<file path="src/rtl/cfm_poller.sv">
// ---------------------------------------------------------------------------
// cfm_poller
//
// CFM-side initiator for the LCB RS485 link. When started, it sends a single
// 8N1 request byte with half-duplex direction control. It then collects an
// ANS_LEN-byte answer frame from the UART_RX byte stream and writes each byte
// into an external answer RAM. The block finishes with either a done pulse or
// a timeout pulse.
//
// Optional feature macro: CFM_POLLER_CHECKSUM_EN
//   When defined, the chk_err output is present. It is set together with done
//   when the XOR of all answer bytes is not 0x00, and it is cleared on the next
//   accepted start.
//
// Handshake semantics:
//   start/cmd  - single-cycle request. It is accepted only while busy=0.
//                cmd is captured on the accepted cycle. A start that arrives
//                while busy=1 is dropped, with no queueing.
//   rx_valid   - single-cycle strobe with no backpressure. It is used only in
//                RX_WAIT. A strobe in any other state (including the local
//                echo while dirTX=1) is discarded.
//
// Ports:
//   clk, rst          clock, synchronous active-high reset
//   start, cmd        request pulse and request byte
//   rx_valid, rx_data answer byte stream from UART_RX
//   tx                serial request line (idle high)
//   dirTX, dirRX      RS485 driver / receiver enables (dirRX = ~dirTX)
//   ans_we/addr/data  answer RAM write port
//   busy              high in every state except IDLE
//   done, timeout     single-cycle completion pulses
//   chk_err           (CFM_POLLER_CHECKSUM_EN only) frame XOR check failed
// ---------------------------------------------------------------------------
module cfm_poller #(
    parameter int BAUD_DIV   = 16,
    parameter int ANS_LEN    = 32,
    parameter int ADDR_W     = 5,
    parameter int GUARD_BITS = 2,
    parameter int TIMEOUT    = 4096
) (
    input  logic              clk,
    input  logic              rst,
    input  logic              start,
    input  logic [7:0]        cmd,
    input  logic              rx_valid,
    input  logic [7:0]        rx_data,
    output logic              tx,
    output logic              dirTX,
    output logic              dirRX,
    output logic              ans_we,
    output logic [ADDR_W-1:0] ans_addr,
    output logic [7:0]        ans_data,
    output logic              busy,
    output logic              done,
    output logic              timeout
`ifdef CFM_POLLER_CHECKSUM_EN
    ,
    output logic              chk_err
`endif
);

    localparam int CNT_W   = ($clog2(BAUD_DIV) > 0) ? $clog2(BAUD_DIV) : 1;
    localparam int BIT_MAX = (GUARD_BITS > 10) ? GUARD_BITS : 10;
    localparam int BIT_W   = $clog2(BIT_MAX + 1);
    localparam int TMR_W   = ($clog2(TIMEOUT) > 0) ? $clog2(TIMEOUT) : 1;

    typedef enum logic [2:0] {
        IDLE    = 3'd0,
        PRE     = 3'd1,
        SHIFT   = 3'd2,
        GUARD   = 3'd3,
        RX_WAIT = 3'd4
    } state_t;

    state_t            state;
    logic [9:0]        frame_sr;   // {stop, cmd, start}, shifted out LSB first
    logic [CNT_W-1:0]  baud_cnt;
    logic [BIT_W-1:0]  bit_cnt;
    logic [ADDR_W-1:0] byte_idx;
    logic [TMR_W-1:0]  timer;
    logic              last_pend;  // final byte written this cycle, done follows
`ifdef CFM_POLLER_CHECKSUM_EN
    logic [7:0]        chk_acc;
`endif

    logic baud_end;
    assign baud_end = (baud_cnt == CNT_W'(BAUD_DIV - 1));

    // The receiver is enabled whenever the driver is off. dirRX is derived
    // from the registered dirTX, so the two can never be high together.
    assign dirRX = ~dirTX;

    always_ff @(posedge clk) begin
        if (rst) begin
            state     <= IDLE;
            frame_sr  <= '1;
            baud_cnt  <= '0;
            bit_cnt   <= '0;
            byte_idx  <= '0;
            timer     <= '0;
            last_pend <= 1'b0;
            tx        <= 1'b1;
            dirTX     <= 1'b0;
            ans_we    <= 1'b0;
            ans_addr  <= '0;
            ans_data  <= '0;
            busy      <= 1'b0;
            done      <= 1'b0;
            timeout   <= 1'b0;
`ifdef CFM_POLLER_CHECKSUM_EN
            chk_acc   <= '0;
            chk_err   <= 1'b0;
`endif
        end else begin
            // These outputs are single-cycle strobes.
            ans_we  <= 1'b0;
            done    <= 1'b0;
            timeout <= 1'b0;

            case (state)
                IDLE: begin
                    if (start) begin
                        frame_sr <= {1'b1, cmd, 1'b0};
                        state    <= PRE;
                        dirTX    <= 1'b1;
                        busy     <= 1'b1;
                        tx       <= 1'b1;
                        baud_cnt <= '0;
                        bit_cnt  <= '0;
                        ans_addr <= '0;
`ifdef CFM_POLLER_CHECKSUM_EN
                        chk_acc  <= '0;
                        chk_err  <= 1'b0;
`endif
                    end
                end

                // The driver is enabled and the line is held idle for one bit
                // time so the transceiver can settle before the start bit.
                PRE: begin
                    if (baud_end) begin
                        baud_cnt <= '0;
                        bit_cnt  <= '0;
                        tx       <= frame_sr[0];
                        frame_sr <= {1'b1, frame_sr[9:1]};
                        state    <= SHIFT;
                    end else begin
                        baud_cnt <= baud_cnt + 1'b1;
                    end
                end

                // bit_cnt is the index of the frame bit currently on tx
                // (0 = start bit, 9 = stop bit).
                SHIFT: begin
                    if (baud_end) begin
                        baud_cnt <= '0;
                        if (bit_cnt == BIT_W'(9)) begin
                            bit_cnt <= '0;
                            tx      <= 1'b1;
                            if (GUARD_BITS == 0) begin
                                state     <= RX_WAIT;
                                dirTX     <= 1'b0;
                                timer     <= '0;
                                byte_idx  <= '0;
                                last_pend <= 1'b0;
                            end else begin
                                state <= GUARD;
                            end
                        end else begin
                            tx       <= frame_sr[0];
                            frame_sr <= {1'b1, frame_sr[9:1]};
                            bit_cnt  <= bit_cnt + 1'b1;
                        end
                    end else begin
                        baud_cnt <= baud_cnt + 1'b1;
                    end
                end

                GUARD: begin
                    if (baud_end) begin
                        baud_cnt <= '0;
                        if (bit_cnt == BIT_W'(GUARD_BITS - 1)) begin
                            bit_cnt   <= '0;
                            state     <= RX_WAIT;
                            dirTX     <= 1'b0;
                            timer     <= '0;
                            byte_idx  <= '0;
                            last_pend <= 1'b0;
                        end else begin
                            bit_cnt <= bit_cnt + 1'b1;
                        end
                    end else begin
                        baud_cnt <= baud_cnt + 1'b1;
                    end
                end

                // rx_valid takes priority over timer expiry. A byte that lands
                // on the last timer cycle is still accepted.
                RX_WAIT: begin
                    if (last_pend) begin
                        last_pend <= 1'b0;
                        done      <= 1'b1;
                        busy      <= 1'b0;
                        state     <= IDLE;
`ifdef CFM_POLLER_CHECKSUM_EN
                        chk_err   <= |chk_acc;
`endif
                    end else if (rx_valid) begin
                        ans_we   <= 1'b1;
                        ans_addr <= byte_idx;
                        ans_data <= rx_data;
                        timer    <= '0;
                        byte_idx <= byte_idx + 1'b1;
`ifdef CFM_POLLER_CHECKSUM_EN
                        chk_acc  <= chk_acc ^ rx_data;
`endif
                        if (byte_idx == ADDR_W'(ANS_LEN - 1)) begin
                            last_pend <= 1'b1;
                        end
                    end else if (timer == TMR_W'(TIMEOUT - 1)) begin
                        timeout <= 1'b1;
                        busy    <= 1'b0;
                        state   <= IDLE;
                    end else begin
                        timer <= timer + 1'b1;
                    end
                end

                default: begin
                    state <= IDLE;
                    busy  <= 1'b0;
                    dirTX <= 1'b0;
                    tx    <= 1'b1;
                end
            endcase
        end
    end

endmodule
</file>
<file path="config.mk">
export PLATFORM = sky130hd
export DESIGN_NAME = cfm_poller
export DESIGN_NICKNAME = d
export VERILOG_FILES = /design/src/rtl/cfm_poller.sv
export SDC_FILE = /design/constraint.sdc
export NUM_CORES = 1
export LEC_CHECK = 0
export CORE_MARGIN = 2
export CORE_UTILIZATION = 56
export CTS_BUF_LIST = sky130_fd_sc_hd__clkbuf_8
export DETAILED_ROUTE_END_ITERATION = 8
export GPL_TIMING_DRIVEN = 0
export PLACE_DENSITY = 0.8
export SLEW_MARGIN = 10
export SYNTH_ARGS = -nofsm -noshare
export SYNTH_HDL_FRONTEND = slang
export SYNTH_SLANG_ARGS = --single-unit
</file>
<file path="constraint.sdc">
create_clock -name clk -period 2.35 [get_ports clk]
set_input_delay 0.47 -clock clk [delete_from_list [all_inputs] [get_ports clk]]
set_output_delay 0.47 -clock clk [all_outputs]
set_load 0.05 [all_outputs]
</file>
==> impl_metrics.tcl <==
set metrics [dict create \
    ys_ff_latch 57 \
    worstPathRequired_ns 2.64 \
    finalCritPeriodShare_pct 94.7 \
    worst_ep_arrival_time_ns 2.51 \
    clock.fmax_mhz 449 \
    synthesis.instances 338 \
    detail_route.drc_violations 0 \
    dominantRegCellSynth "dfxtp_1" \
    standard_cell_with_the_maximum_stage_delay_on_the_critical_path "or4_1" \
    detail_route.first_pass.iterations 5 \
    power_mw 2.46 \
    result_of_the_run "complete, no violations" \
    io-pin-count 40 \
    grt_setup_unrepaired "false" \
    timing.critical_path.buf_inv 2 \
    portion_of_the_post_synthesis_area_used_by_sequential_elements_pct 40.7 \
    placed_wire_length_estimate_after_detailed_placement_um 4870 \
    cts.htree.levels 3 \
    place_congestion 0.875 \
    maxCapViolations 0 \
    groute.usage.overall_pct 27.2 \
    antenna-diode-count 0 \
    yosys_warnings 0 \
    synth-async-reset-ratio_pct 0 \
    global_route.overflow_total 0 \
    ant_nets 0 \
    post_synthesis_area_per_instance_sq_um 8.30 \
    critical_path.top_delay_family "simple AND/OR/NAND/NOR gates" \
    timing.slew.headroom_pct 47.5 \
    crit_path_frequent_cell "buf_6" \
    dr_total_vias 2667 \
    grt_antenna_before_repair 0 \
    cellPowerDensity_nw_per_um2 702 \
    number_of_library_cell_types_mapped_by_synthesis 52 \
    clockRootBuffer "clkbuf_8" \
    totalWireLength_um 6900 \
    synth_fp_nets 364 \
    floorplan.die_area_sq_um 5590 \
    die-width_um 74.8 \
    number_of_sinks_on_the_clock_net 57 \
    layout_min_cycle_time_ns 2.23 \
    area_growth_pct 24.7 \
    worst-slew-pin-transition_ns 0.779 \
    stdcell_count 461 \
    num-nets-final 415 \
    placement.io_buffers 37 \
    r2r_setup_slack_ns 0.12 \
    setup_violating_endpoint_count_in_the_final_report 0 \
    power.leakage_nw 1.21 \
    largest_net_degree_at_the_start_of_global_routing 11 \
    cts_buffers 9 \
    cts-hold-fix-buffers 0 \
    critPathKind "flop to flop" \
    final.hold.worst_slack_ns 0.456 \
    critPathLaunchType "flop" \
    post-synth-top-area-cell "dfxtp_1" \
    initial_core_util_pct 58.6 \
    insertion_delay_ns 0.34 \
    final_max_slew_viol_count 0 \
    synth-edff-count 0 \
    final.setup_skew_ns 0.00790 \
    post_route_cells_drive_above_1_share_pct 11.4 \
    drt_first_iter_violations 153 \
    route.detailed.wl_per_inst_um 15.0 \
    dpl.cell_count 442 \
    cts-root-to-sink-buffers 2 \
    grt_pass1_wl_um 11400 \
    post_drt_via_cell_ratio 5.79 \
    critical_path.max_fanout 10 \
    die-height_um 74.8 \
    final_common_cell "dfxtp_1" \
    synth_area_leaders "dfxtp_1 41%, a21oi_1 7.1%, nor2_1 5.2%, nand2_1 4.1%, nor3_1 3.6%" \
    tritoncts "done" \
    vdd_ir_drop_max_uv 430 \
    cp-end-kind "flop" \
    cp_peak_stage_delay_ns 0.49 \
    synthesis.area_sq_um 2810 \
    vias_in_the_first_global_route 2434 \
    hold_path_class "flop to flop" \
    clock_pin_transition_on_the_worst_setup_and_hold_timing_paths_ns 0.07 \
    synth_largest_type_area_fraction_pct 40.7 \
    report.final.hold_viol_count 0 \
    final_cell_mix "57 x dfxtp_1, 40 x a21oi_1, 39 x nor2_1" \
    fp-row-count 25 \
    core_area_sq_um 4790 \
    cell_chain_of_the_critical_path "ha_1, and3_4, buf_6, and4_4, or3_1, buf_6, or4_1, nand2_1" \
]
-- path summary, 6_finish.rpt --
check | startpoint | endpoint | cells past startpoint
worst min register to register | ans_data[0] | ans_data[0] | 2
worst max register to register | baud_cnt[0] | timer[7] | 8
worst min-delay path | ans_data[0] | ans_data[0] | 2
worst max-delay path | baud_cnt[0] | timer[7] | 8
-- per-layer routing --
metal	wire length [um]	GRT usage [%]	vias to the layer above
li1	-	-	1322
met1	3160	35.5	1259
met2	3320	43.3	73
met3	248	4.82	13
met4	167	14.1	0
met5	0	0	-
-- logic make-up (layout without fill, tap and decap cells) --
logic type / Yosys count / after routing / share of synthesized area, %
AOI/OAI and AO/OA: 77 / 77 / 16.6
xor gates and xnor gates: 7 / 7 / 2.19
adders and majority gates: 6 / 6 / 2.68
and+or+nand+nor: 156 / 156 / 29.5
buffers and inverters: 24 / 80 / 4.10
muxes: 11 / 11 / 4.24
DFF: 57 / 57 / 40.7
-- power by group --
group | switching [mW] | internal [mW] | total, mW | leakage, nW
logic | 0.252 | 0.180 | 0.432 | 0.640
registers | 0.0269 | 1.01 | 1.04 | 0.462
clock network | 0.400 | 0.587 | 0.986 | 0.110
total | 0.679 | 1.78 | 2.46 | 1.21
-- through the flow --
step           instance area [sq um]  util (%)  worst slack, ns  setup TNS (ns)
2_1_floorplan                   2810         -            0.251               0
4_1_cts                         3490      73.0            0.138               0
5_1_grt                         3500      73.1           0.0554               0
6_report                        3500      73.1            0.124               0
3_5_place_dp                    3260      68.1          -0.0963          -0.276
3_3_place_gp                    3260      68.1          -0.0531          -0.128
-- area by class of cell --
| type | instances | area [sq um] |
|---|---|---|
| fillers | 386 | 1290 |
| multi-input cells | 257 | 1550 |
| inverters | 6 | 22.5 |
| well taps | 67 | 83.8 |
| repair buffers | 40 | 393 |
| clock buffers | 9 | 124 |
| clock inverters | 7 | 86.3 |
| flip-flops and latches | 57 | 1140 |
| plain buffers | 18 | 92.6 |
-- cell usage after synthesis, types with 4 or more instances --
cell and count:
dfxtp_1 57, a21oi_1 40, nor2_1 39, nand2_1 31, nor3_1 20, nand3_1 14
o21ai_0 13, clkbuf_1 9, nand2b_1 9, mux2_2 7, nand4_1 7, xnor2_1 7
ha_1 6, inv_1 6, or3_1 6, a211oi_1 5, buf_2 5, and3_1 4
mux2i_1 4
-- worst register-to-register path, stage by stage, from the launching register on --
cell and delay [ns]:
dfxtp_1 0.34, ha_1 0.26, and3_4 0.20, buf_6 0.12, and4_4 0.18, or3_1 0.36
buf_6 0.15, or4_1 0.49, nand2_1 0.08
-- timing repair --
action | CTS | global route
resized for setup | 0 | 1
endpoints found under the setup margin | 4 | 5
hold endpoints to repair | 0 | 0
setup buffers | 3 | 0
cloned | 0 | 0
pin swaps | 1 | 0
-- registers in the layout, indices dropped and copies added (netlist names), 3 cells and up --
register	count
ans_addr	5
ans_data	8
baud_cnt	4
bit_cnt	4
byte_idx	5
frame_sr	9
state	3
timer	12
No activity file was read; power rests on OpenSTA's default activity.
